## src/rtl/frame_transmitter.sv

```systemverilog
`default_nettype none
// ============================================================================
// Module   : frame_transmitter
// Brief    : Byte-wide frame transmitter: 0x55 preamble, SFD 0xD5, payload,
//            optional CRC-32 FCS (macro TX_FCS_EN), then inter-frame gap.
// Revision : 1.0 - initial release
// ============================================================================
module frame_transmitter #(
    parameter int DATA_WIDTH   = 8,
    parameter int PREAMBLE_LEN = 7,
    parameter int IFG_CYCLES   = 12
) (
    input  logic                  clk,
    input  logic                  rst_n,
    input  logic [DATA_WIDTH-1:0] payload_byte,
    input  logic                  payload_valid,
    input  logic                  payload_last,
    output logic                  payload_ready,
    output logic [DATA_WIDTH-1:0] tx_byte,
    output logic                  tx_byte_valid,
    output logic                  tx_busy,
    output logic                  frame_sent,
    output logic                  tx_underrun
);

    localparam int                    c_IFG_W         = (IFG_CYCLES < 2) ? 1 : $clog2(IFG_CYCLES);
    localparam logic [2:0]            c_PRE_LOAD      = 3'(PREAMBLE_LEN - 1);
    localparam logic [c_IFG_W-1:0]    c_IFG_LOAD      = c_IFG_W'(IFG_CYCLES - 1);
    localparam logic [DATA_WIDTH-1:0] c_PREAMBLE_BYTE = DATA_WIDTH'(8'h55);
    localparam logic [DATA_WIDTH-1:0] c_SFD_BYTE      = DATA_WIDTH'(8'hD5);

    typedef enum logic [2:0] {
        S_IDLE     = 3'd0,
        S_PREAMBLE = 3'd1,
        S_SFD      = 3'd2,
        S_PAYLOAD  = 3'd3,
`ifdef TX_FCS_EN
        S_FCS      = 3'd5,
`endif
        S_IFG      = 3'd4
    } state_t;

    state_t                r_state,    w_state_nxt;
    logic [DATA_WIDTH-1:0] r_tx_byte,  w_tx_byte_nxt;
    logic                  r_tx_valid, w_tx_valid_nxt;
    logic                  r_ready,    w_ready_nxt;
    logic                  r_busy,     w_busy_nxt;
    logic                  r_sent,     w_sent_nxt;
    logic                  r_under,    w_under_nxt;
    logic                  r_last,     w_last_nxt;
    logic [2:0]            r_pre_cnt,  w_pre_cnt_nxt;
    logic [c_IFG_W-1:0]    r_ifg_cnt,  w_ifg_cnt_nxt;

`ifdef TX_FCS_EN
    logic [31:0] r_crc, w_crc_nxt;
    logic [1:0]  r_fcs_idx, w_fcs_idx_nxt;
    logic [31:0] w_fcs;
    logic [31:0] w_fcs_shift;

    // Reflected CRC-32, one byte, LSB first
    function automatic logic [31:0] crc32_byte(input logic [31:0] crc, input logic [7:0] data);
        logic [31:0] c;
        c = crc;
        for (int i = 0; i < 8; i++) begin
            c = (c[0] ^ data[i]) ? ((c >> 1) ^ 32'hEDB8_8320) : (c >> 1);
        end
        return c;
    endfunction

    assign w_fcs       = ~r_crc;
    assign w_fcs_shift = w_fcs >> {r_fcs_idx + 2'd1, 3'b000};
`endif

    always_comb begin
        w_state_nxt    = r_state;
        w_tx_byte_nxt  = '0;
        w_tx_valid_nxt = 1'b0;
        w_ready_nxt    = 1'b0;
        w_sent_nxt     = 1'b0;
        w_under_nxt    = 1'b0;
        w_last_nxt     = r_last;
        w_pre_cnt_nxt  = r_pre_cnt;
        w_ifg_cnt_nxt  = r_ifg_cnt;
`ifdef TX_FCS_EN
        w_crc_nxt      = r_crc;
        w_fcs_idx_nxt  = r_fcs_idx;
`endif
        case (r_state)
            S_IDLE: begin
                if (payload_valid) begin
                    w_state_nxt    = S_PREAMBLE;
                    w_tx_byte_nxt  = c_PREAMBLE_BYTE;
                    w_tx_valid_nxt = 1'b1;
                    w_pre_cnt_nxt  = c_PRE_LOAD;
                    w_last_nxt     = 1'b0;
`ifdef TX_FCS_EN
                    w_crc_nxt      = 32'hFFFF_FFFF;
`endif
                end
            end
            S_PREAMBLE: begin
                w_tx_valid_nxt = 1'b1;
                if (r_pre_cnt == 3'd0) begin
                    w_state_nxt   = S_SFD;
                    w_tx_byte_nxt = c_SFD_BYTE;
                    w_ready_nxt   = 1'b1;
                end else begin
                    w_pre_cnt_nxt = r_pre_cnt - 3'd1;
                    w_tx_byte_nxt = c_PREAMBLE_BYTE;
                end
            end
            S_SFD, S_PAYLOAD: begin
                if (r_state == S_PAYLOAD && r_last) begin
                    // Final payload byte is on the line; close the frame
`ifdef TX_FCS_EN
                    w_state_nxt    = S_FCS;
                    w_tx_byte_nxt  = w_fcs[7:0];
                    w_tx_valid_nxt = 1'b1;
                    w_fcs_idx_nxt  = 2'd0;
`else
                    w_state_nxt    = S_IFG;
                    w_sent_nxt     = 1'b1;
                    w_ifg_cnt_nxt  = c_IFG_LOAD;
`endif
                end else if (payload_valid) begin
                    w_state_nxt    = S_PAYLOAD;
                    w_tx_byte_nxt  = payload_byte;
                    w_tx_valid_nxt = 1'b1;
                    w_last_nxt     = payload_last;
                    w_ready_nxt    = !payload_last;
`ifdef TX_FCS_EN
                    w_crc_nxt      = crc32_byte(r_crc, payload_byte[7:0]);
`endif
                end else begin
                    w_state_nxt   = S_IFG;
                    w_under_nxt   = 1'b1;
                    w_ifg_cnt_nxt = c_IFG_LOAD;
                end
            end
`ifdef TX_FCS_EN
            S_FCS: begin
                if (r_fcs_idx == 2'd3) begin
                    w_state_nxt   = S_IFG;
                    w_sent_nxt    = 1'b1;
                    w_ifg_cnt_nxt = c_IFG_LOAD;
                end else begin
                    w_tx_byte_nxt  = w_fcs_shift[7:0];
                    w_tx_valid_nxt = 1'b1;
                    w_fcs_idx_nxt  = r_fcs_idx + 2'd1;
                end
            end
`endif
            S_IFG: begin
                if (r_ifg_cnt == '0) begin
                    w_state_nxt = S_IDLE;
                end else begin
                    w_ifg_cnt_nxt = r_ifg_cnt - 1'b1;
                end
            end
            default: begin
                w_state_nxt = S_IDLE;
            end
        endcase
        w_busy_nxt = (w_state_nxt != S_IDLE);
    end

    always_ff @(posedge clk or negedge rst_n) begin
        if (!rst_n) begin
            r_state    <= S_IDLE;
            r_tx_byte  <= '0;
            r_tx_valid <= 1'b0;
            r_ready    <= 1'b0;
            r_busy     <= 1'b0;
            r_sent     <= 1'b0;
            r_under    <= 1'b0;
            r_last     <= 1'b0;
            r_pre_cnt  <= '0;
            r_ifg_cnt  <= '0;
`ifdef TX_FCS_EN
            r_crc      <= 32'hFFFF_FFFF;
            r_fcs_idx  <= 2'd0;
`endif
        end else begin
            r_state    <= w_state_nxt;
            r_tx_byte  <= w_tx_byte_nxt;
            r_tx_valid <= w_tx_valid_nxt;
            r_ready    <= w_ready_nxt;
            r_busy     <= w_busy_nxt;
            r_sent     <= w_sent_nxt;
            r_under    <= w_under_nxt;
            r_last     <= w_last_nxt;
            r_pre_cnt  <= w_pre_cnt_nxt;
            r_ifg_cnt  <= w_ifg_cnt_nxt;
`ifdef TX_FCS_EN
            r_crc      <= w_crc_nxt;
            r_fcs_idx  <= w_fcs_idx_nxt;
`endif
        end
    end

    assign payload_ready = r_ready;
    assign tx_byte       = r_tx_byte;
    assign tx_byte_valid = r_tx_valid;
    assign tx_busy       = r_busy;
    assign frame_sent    = r_sent;
    assign tx_underrun   = r_under;

endmodule
`default_nettype wire

```

## config.mk

```make
export PLATFORM = sky130hd
export DESIGN_NAME = frame_transmitter
export DESIGN_NICKNAME = d
export VERILOG_FILES = /design/src/rtl/frame_transmitter.sv
export SDC_FILE = /design/constraint.sdc
export NUM_CORES = 1
export LEC_CHECK = 0
export ABC_AREA = 1
export ABC_CLOCK_PERIOD_IN_PS = 2300
export CORE_MARGIN = 2
export CORE_UTILIZATION = 34
export DETAILED_ROUTE_END_ITERATION = 7
export DONT_BUFFER_PORTS = 1
export PLACE_DENSITY = 0.52
export SLEW_MARGIN = 10
export SYNTH_ARGS = -nofsm -noshare
export SYNTH_HDL_FRONTEND = slang
export SYNTH_SLANG_ARGS = --single-unit
```

## constraint.sdc

```tcl
create_clock -name clk -period 2.3 [get_ports clk]
set_input_delay 0.69 -clock clk [delete_from_list [all_inputs] [get_ports clk]]
set_output_delay 0.69 -clock clk [all_outputs]
set_load 0.02 [all_outputs]
```

==> results by group, run 1 <==
Setup path
  • Critical Path RT: 1.61 ns
  • CP Launch Type: flop
  • CP Capture Type: primary output
  • Setup CP Type: flop to primary output
  • Worst-path maximum fanout: 1
  • CP arrival: 0.79 ns

Routing
  • DRT iter0 DRCs: 11
  • Drt wl/cell: 11.3 um
  • Number of nets still failing antenna checks after routing: 0
  • DRC viols: 0
  • First-pass DRT Iterations: 4
  • Via count: 795
  • Via/cell ratio: 4.44
  • Total Wirelength: 2.02 mm

Final layout
  • Final Core Density: 0.385
  • Storage cell area: 601 um2
  • Finished Layout Cells: 179
  • Multi-input logic area: 474 um2
  • Finished Cell Area: 1270 um2
  • Area growth syn-to-layout: 9.46%
  • Share of layout cells above drive strength 1: 0.165
  • Total Nets Final: 150
  • # diodes: 0
  • Fillers: 367

STA
  • Final worst path period share: 0.642
  • Worst-margin pin slew: 0.241 ns
  • Clock Skews: 0.00634 ns
  • Unrepaired setup endpoints after global routing: no
  • Fmax: 678 MHz
  • Final setup vio count: 0
  • Period minus WS final: 1.48 ns
  • Hold Violations, Final: 0
  • Slew Viols, Final: 0
  • Sum Neg Setup Slack: 0 ns
  • Relative slew slack: 0.840

Floorplanning
  • IO Pins: 25
  • Core ar.: 3310 um2
  • Die span in y: 62.5 um
  • Rows: 21
  • DIE WIDTH: 62.5 um
  • Initial Util: 0.351
  • Die area: 3910 um2

Global route
  • Grt ovf: 0
  • Largest net degree at the start of global routing: 25
  • All-Layer GR Usage: 0.119
  • Initial antenna violation count: 0
  • First-pass GRT wire length: 3.71 mm
  • Vias in the first global route: 821

CTS
  • Worst skew pair latency: 0.31 ns
  • Clock buffer count from CTS: 3
  • Post-cts hold buffer count: 0
  • Htree depth: 1
  • Root buffer selected by CTS: clkbuf_4
  • # Post-CTS Setup Buffers: 0
  • TritonCTS clock tree: built
  • Post_cts resized: 0
  • Clock sinks: 24
  • Clock tree buffer depth: 2
  • Clock-pin slew on the worst setup and hold paths: 0.13 ns

Status
  • Status: complete, no violations

Logic synthesis
  • Flops & latches, synth: 24
  • Ys Warns: 0
  • Post-synth net total: 145
  • Yosys cell types: 20
  • Synth Instances: 129
  • Sequential cell area fraction in the yosys report: 0.516
  • Synthesized cell area: 1160 um2
  • Syn_area_per_cell: 9.02 um2

Place
  • Global placer's final weighted congestion: 0.868
  • # port buffers: 0
  • HPWL after DPL: 1.58 mm
  • Dpl cells: 175
  • Placed cell area: 1220 um2

Worst hold path
  • HP Class: primary input to asynchronous set/reset pin

Job
  • Max Cap Viol: 0

Power and ir drop
  • Cell Pwr Density: 1310 nW/um2
  • Worst VDD drop: 0.000481 V
  • P_leak: 0.670 nW
worst paths after layout:
path / startpoint / endpoint / slack, ns / depth (start not counted)
max: tx_byte[3] / tx_byte[3] / 0.82 / 0
min: rst_n / tx_byte[4] / 0.05 / 0
max reg2reg: r_pre_cnt[0] / r_pre_cnt[0] / 1.06 / 7
min reg2reg: r_pre_cnt[1] / r_pre_cnt[1] / 0.53 / 2
max in group asynchronous: rst_n / r_last / 2.17 / 0
min in group clk: payload_valid / tx_underrun / 0.44 / 1
metrics by stage:
stage | power, mW | worst slack, ns | hold WS, ns
final | 1.66 | 0.824 | 0.0465
after global routing | 1.82 | 0.770 | 0.00956
after CTS | 1.69 | 0.800 | 0.0278
after detailed placement | 1.38 | 0.971 | 0.395
after global placement | 1.37 | 0.993 | 0.395
after floorplan | 1.26 | 1.07 | 0.394
power by group:
group / total (mW) / switching (mW) / internal (mW)
registers: 0.746 / 0.179 / 0.566
logic: 0.615 / 0.385 / 0.230
clock network: 0.302 / 0.126 / 0.176
Yosys cell counts, drive strengths merged:
| library cell | n | share of area |
|---|---|---|
| nor3 | 2 | 0.018 |
| dfrtp | 24 | 0.52 |
| ha | 4 | 0.043 |
| nand3 | 16 | 0.084 |
| xnor2 | 1 | 0.0075 |
| inv | 23 | 0.076 |
| o21ai | 4 | 0.027 |
| nor2 | 18 | 0.087 |
| nand2 | 37 | 0.14 |
logic make-up after synthesis:
family                   synth area share
flip-flops                          0.516
buffers and inverters              0.0763
XOR/XNOR                          0.00753
AND/OR/NAND/NOR                     0.330
AO/OA/AOI/OAI                      0.0269
adder cells (fa/ha/maj)            0.0430
sequential cells by signal, indices dropped and copies added (netlist names):
register       count
frame_sent         1
tx_underrun        1
payload_ready      1
r_ifg_cnt          4
tx_byte            8
r_last             1
r_pre_cnt          3
r_state            3
tx_busy            1
tx_byte_valid      1
placed cells by master (no fill, tap or decap):
master and instances:
nand2_1 33, dfrtp_1 24, inv_1 19, nand3_1 14, nor2_1 12, nor2_2 4
ha_1 4, inv_2 3, o21ai_0 3, nand2_4 3, clkbuf_4 3, nor3_4 1
nand2_2 1, nand3_4 1, nand3_2 1, inv_4 1, nor2_8 1, o21ai_4 1
nor2_4 1, nor3_1 1, xnor2_1 1, bufinv_16 1
per-layer routing:
| metal | global-route usage | vias up | share of wire |
|---|---|---|---|
| met5 | 0 | - | 0 |
| met4 | 0.0611 | 0 | 0.014 |
| met3 | 0.0270 | 4 | 0.042 |
| met2 | 0.194 | 12 | 0.51 |
| met1 | 0.149 | 378 | 0.43 |
| li1 | - | 401 | - |
layout make-up:
| type | instances | area share |
|---|---|---|
| clock buffers | 3 | 0.0177 |
| clock inverters | 1 | 0.0236 |
| inverters | 23 | 0.0697 |
| multi-input cells | 82 | 0.372 |
| flip-flops and latches | 24 | 0.472 |
| well taps | 46 | 0.0452 |
Note: power is estimated with default switching activity, not from simulation.
==> run 2: changes to the inputs <==
--- a/config.mk
+++ b/config.mk
@@ -6,7 +6,7 @@
 export NUM_CORES = 1
 export LEC_CHECK = 0
 export ABC_AREA = 1
-export ABC_CLOCK_PERIOD_IN_PS = 2300
+export ABC_CLOCK_PERIOD_IN_PS = 1530
 export CORE_MARGIN = 2
 export CORE_UTILIZATION = 34
 export DETAILED_ROUTE_END_ITERATION = 7
==> constraint.sdc (replaced) <==
create_clock -name clk -period 1.53 [get_ports clk]
set_input_delay 0.459 -clock clk [delete_from_list [all_inputs] [get_ports clk]]
set_output_delay 0.459 -clock clk [all_outputs]
set_load 0.02 [all_outputs]
==> results by group, run 2 (same netlist as run 1, synthesis figures left out) <==
Status
  • Status: complete, no violations

Final layout
  • Final Core Density: 0.384
  • Most frequent cells in the layout: nand2_1 (33), dfrtp_1 (24), inv_1 (19)
  • Commonest non-fill, non-tap cell in the layout: nand2_1
  • Share of layout cells above drive strength 1: 0.164
  • Largest register FFs: 8
  • Area growth syn-to-layout: 9.14%
  • # diodes: 0
  • Total Nets Final: 151

CTS
  • Htree depth: 1
  • TritonCTS clock tree: built
  • Clock buffer count from CTS: 3
  • Clock tree buffer depth: 2
  • Clock-pin slew on the worst setup and hold paths: 0.12 ns
  • Worst skew pair latency: 0.31 ns
  • Clock sinks: 24
  • Root buffer selected by CTS: clkbuf_4
  • # Post-CTS Setup Buffers: 0

Floorplanning
  • Core ar.: 3310 um2
  • Initial Util: 0.351
  • IO Pins: 25
  • Rows: 21
  • DIE WIDTH: 62.5 um
  • Die area: 3910 um2
  • Die span in y: 62.5 um

Setup path
  • Worst-path maximum fanout: 1
  • R2r setup slk: 0.32 ns
  • Worst Reg-to-Reg Cells: 6
  • CP Capture Type: primary output
  • Reg2reg end: r_ifg_cnt[3]
  • CP arrival: 0.78 ns
  • CP Launch Type: flop
  • Setup CP Type: flop to primary output
  • Critical Path RT: 1.07 ns
  • R2r startpoint: r_state[0]

Worst hold path
  • Hold depth: 1
  • HP Class: primary input to flop
  • Hold_sp: payload_valid
  • WHS Endpoint: tx_underrun

Power and ir drop
  • Cell Pwr Density: 1870 nW/um2
  • Worst VDD drop: 0.00100 V
  • P_leak: 0.677 nW

Routing
  • Total Wirelength: 1.97 mm
  • Drt wl/cell: 10.9 um
  • Number of nets still failing antenna checks after routing: 0
  • DRT iter0 DRCs: 9
  • First-pass DRT Iterations: 2
  • Via count: 765
  • Via/cell ratio: 4.25
  • DRC viols: 0

Place
  • # port buffers: 0
  • HPWL after DPL: 1.49 mm
  • Global placer's final weighted congestion: 0.869

Global route
  • Initial antenna violation count: 0
  • All-Layer GR Usage: 0.112
  • Largest net degree at the start of global routing: 25
  • Vias in the first global route: 798
  • First-pass GRT wire length: 3.55 mm
  • Grt ovf: 0

STA
  • Slew Viols, Final: 0
  • Worst-margin pin slew: 1.04 ns
  • Period minus WS final: 1.24 ns
  • Clock Skews: 0.00318 ns
  • Sum Neg Setup Slack: 0 ns
  • Final setup vio count: 0
  • Final worst path period share: 0.809
  • Fmax: 808 MHz
  • Hold Violations, Final: 0
  • Unrepaired setup endpoints after global routing: no
  • Relative slew slack: 0.305

Job
  • Max Cap Viol: 0
[run 2: cell types whose count changed in the layout (fill, tap and decap cells not counted), sizes merged]
cell	delta
bufinv	-1
dlymetal6s4s	+1
clkbuf	+1
[run 2: worst max path at each step]
stage | startpoint | endpoint | slack, ns | cells after the start
floorplan | r_state[0] | r_ifg_cnt[3] | 0.45 | 6
global placement | r_state[0] | tx_busy | 0.35 | 6
detailed placement | r_state[0] | r_ifg_cnt[3] | 0.33 | 6
CTS | rst_n | tx_byte[2] | 0.04 | 1
global route | r_pre_cnt[0] | r_pre_cnt[1] | 0.18 | 8
finish | tx_byte[3] | tx_byte[3] | 0.29 | 0
[run 2: final cells by class]
class	count	area (um2)
Timing Repair Buffer	1	12.5
Clock buffer	4	36.3
Sequential cell	24	601
Inverter	23	88.8
Tap cell	46	57.6
Fill cell	351	2040
Multi-Input combinational cell	82	474
[run 2: power by group]
group | switching (mW) | internal (mW) | leakage [nW] | total [mW]
clock | 0.179 | 0.145 | 0.0210 | 0.324
sequential | 0.263 | 0.851 | 0.305 | 1.11
combinational | 0.589 | 0.348 | 0.350 | 0.937
total | 1.03 | 1.34 | 0.677 | 2.38
[run 2: repair_timing]
action / in CTS / in global routing
endpoints found under the setup margin: 0 / 24
endpoints found under the hold margin: 24 / 0
hold buffers: 1 / 0
resized for setup: 0 / 1
[run 2: through the flow]
stage               hold slack (ns)  setup WS (ns)  instances  area [um2]  total power, mW
finish                        0.214          0.293        180        1270             2.38
global route                  0.190          0.178        180        1270             2.62
CTS                           0.197         0.0374        180        1270             2.42
detailed placement            0.164          0.329        175        1220             2.07
global placement              0.164          0.348        175        1220             2.05
floorplan                     0.163          0.448        129        1160             1.89
[run 2: layer usage]
layer	GRT usage	vias to the layer above	wire, um
met5	0	-	0
li1	-	399	-
met1	0.136	354	878
met3	0.0432	0	102
met4	0.0167	0	0
met2	0.194	12	989
==> run 3: changes to the inputs <==
--- a/config.mk
+++ b/config.mk
@@ -6,7 +6,7 @@
 export NUM_CORES = 1
 export LEC_CHECK = 0
 export ABC_AREA = 1
-export ABC_CLOCK_PERIOD_IN_PS = 1530
+export ABC_CLOCK_PERIOD_IN_PS = 1270
 export CORE_MARGIN = 2
 export CORE_UTILIZATION = 34
 export DETAILED_ROUTE_END_ITERATION = 7
==> constraint.sdc (replaced) <==
create_clock -name clk -period 1.27 [get_ports clk]
set_input_delay 0.381 -clock clk [delete_from_list [all_inputs] [get_ports clk]]
set_output_delay 0.381 -clock clk [all_outputs]
set_load 0.02 [all_outputs]
==> results by group, run 3 (same netlist as run 1, synthesis figures left out) <==
Routing
  • DRC viols: 0
  • Via count: 808
  • Number of nets still failing antenna checks after routing: 0
  • Drt wl/cell: 11.1 um
  • First-pass DRT Iterations: 4
  • DRT iter0 DRCs: 20
  • Total Wirelength: 2.07 mm
  • Via/cell ratio: 4.34

Job
  • Max Cap Viol: 0

Setup path
  • Max incr delay on CP: 0.43 ns
  • Critical Path Slowest Stage Cell: dfrtp_1
  • R2r setup slk: 0.05 ns
  • CP bufs+invs: 3
  • CP Launch Type: flop
  • Worst-path maximum fanout: 3
  • Crit-path cells: inv_2 > buf_4 > nor3_4 > buf_4 > nand2_1 > nand3_1 > nand2_1
  • Worst Reg-to-Reg Cells: 7
  • R2r startpoint: r_state[0]
  • Critical Path RT: 1.49 ns
  • Reg2reg end: r_pre_cnt[1]
  • Crit-path leading delay family: flip-flops
  • CP Capture Type: flop
  • CP arrival: 1.44 ns
  • Setup CP Type: flop to flop

Final layout
  • Commonest non-fill, non-tap cell in the layout: nand2_1
  • Fillers: 365
  • Finished Cell Area: 1360 um2
  • Total Nets Final: 157
  • Most frequent cells in the layout: nand2_1 (30), dfrtp_1 (23), inv_1 (18)
  • Area growth syn-to-layout: 16.9%
  • Largest register FFs: 8
  • Share of layout cells above drive strength 1: 0.257
  • # diodes: 0
  • Finished Layout Cells: 186
  • Final Core Density: 0.411

Place
  • Dpl cells: 176
  • # port buffers: 0
  • Placed cell area: 1230 um2
  • Global placer's final weighted congestion: 0.843
  • HPWL after DPL: 1.51 mm

STA
  • Worst hold slack: 0.126 ns
  • Worst-margin pin slew: 0.230 ns
  • Final setup vio count: 0
  • Fmax: 820 MHz
  • Slew Viols, Final: 0
  • Clock Skews: 0.00276 ns
  • Relative slew slack: 0.846
  • Hold Violations, Final: 0
  • Final worst path period share: 0.960
  • Unrepaired setup endpoints after global routing: yes
  • Period minus WS final: 1.22 ns

Global route
  • All-Layer GR Usage: 0.115
  • First-pass GRT wire length: 3.57 mm
  • Initial antenna violation count: 0
  • Largest net degree at the start of global routing: 25
  • Vias in the first global route: 803
  • Grt ovf: 0

Worst hold path
  • Hold depth: 1
  • WHS Endpoint: tx_underrun
  • Hold_sp: payload_valid
  • HP Class: primary input to flop

Floorplanning
  • Die span in y: 62.5 um
  • Core ar.: 3310 um2
  • IO Pins: 25
  • DIE WIDTH: 62.5 um
  • Initial Util: 0.351
  • Die area: 3910 um2
  • Rows: 21

CTS
  • Clock tree buffer depth: 2
  • Clock buffer count from CTS: 3
  • TritonCTS clock tree: built
  • Clock sinks: 24
  • Clock-pin slew on the worst setup and hold paths: 0.13 ns
  • Root buffer selected by CTS: clkbuf_4
  • Htree depth: 1
  • Worst skew pair latency: 0.31 ns

Power and ir drop
  • Cell Pwr Density: 2320 nW/um2
  • Total Power: 3.16 mW
  • P_leak: 0.710 nW
  • Worst VDD drop: 0.000796 V

Status
  • Status: complete, no violations
## run 3: cell count changes in the layout (fill, tap and decap cells not counted), sizes merged
cell / previous run / this run
clkbuf: 4 / 3
dlymetal6s4s: 1 / 0
bufinv: 0 / 1
buf: 0 / 6
dlygate4sd3: 0 / 1
## run 3: layout make-up
class	count	area [um2]	share of cell area
clock buffer	3	22.5	0.0166
clock inverter	1	30.0	0.0221
inverter	23	88.8	0.0653
multi-input combinational	82	492	0.362
sequential	24	602	0.443
tap	46	57.6	0.0423
timing repair buffer	7	67.6	0.0497
## run 3: worst max-delay path by stage
stage                            start            to  cells past startpoint
after floorplan             r_state[0]  r_ifg_cnt[3]                      6
after global placement      r_state[0]  r_ifg_cnt[1]                      6
after detailed placement    r_state[0]  r_ifg_cnt[3]                      6
after CTS                   r_state[0]  r_ifg_cnt[3]                      6
after global routing      r_pre_cnt[0]  r_pre_cnt[1]                      8
final                       r_state[0]  r_pre_cnt[1]                      7
## run 3: through the flow
step           setup WS, ns  setup TNS (ns)
5_1_grt             -0.0419          -0.117
4_1_cts              0.0407               0
3_5_place_dp         0.0659               0
3_3_place_gp         0.0928               0
6_report             0.0508               0
2_1_floorplan         0.188               0
## run 3: layer usage
| metal | part of all wire | global-route usage |
|---|---|---|
| met1 | 0.45 | 0.153 |
| met2 | 0.51 | 0.183 |
| met3 | 0.037 | 0.0234 |
| met4 | 0.0048 | 0.0500 |
| met5 | 0 | 0 |
## run 3: what timing repair did
| item | 4_1_cts | 5_1_grt |
|---|---|---|
| hold endpoints to repair | 24 | 24 |
| buffers inserted | 0 | 4 |
| resized for setup | 0 | 8 |
| setup endpoints to repair | 0 | 12 |
## run 3: worst register-to-register path, delay by kind of cell (launching register included)
kind / cells / cell delay, ns
flip-flops: 1 / 0.43
AND/OR/NAND/NOR: 4 / 0.33
buffers and inverters: 3 / 0.37
## run 3: power breakdown
group	total (mW)	switching [mW]	internal, mW
Combinational	1.26	0.754	0.502
Sequential	1.35	0.323	1.03
Clock	0.551	0.232	0.319
Total	3.16	1.31	1.85
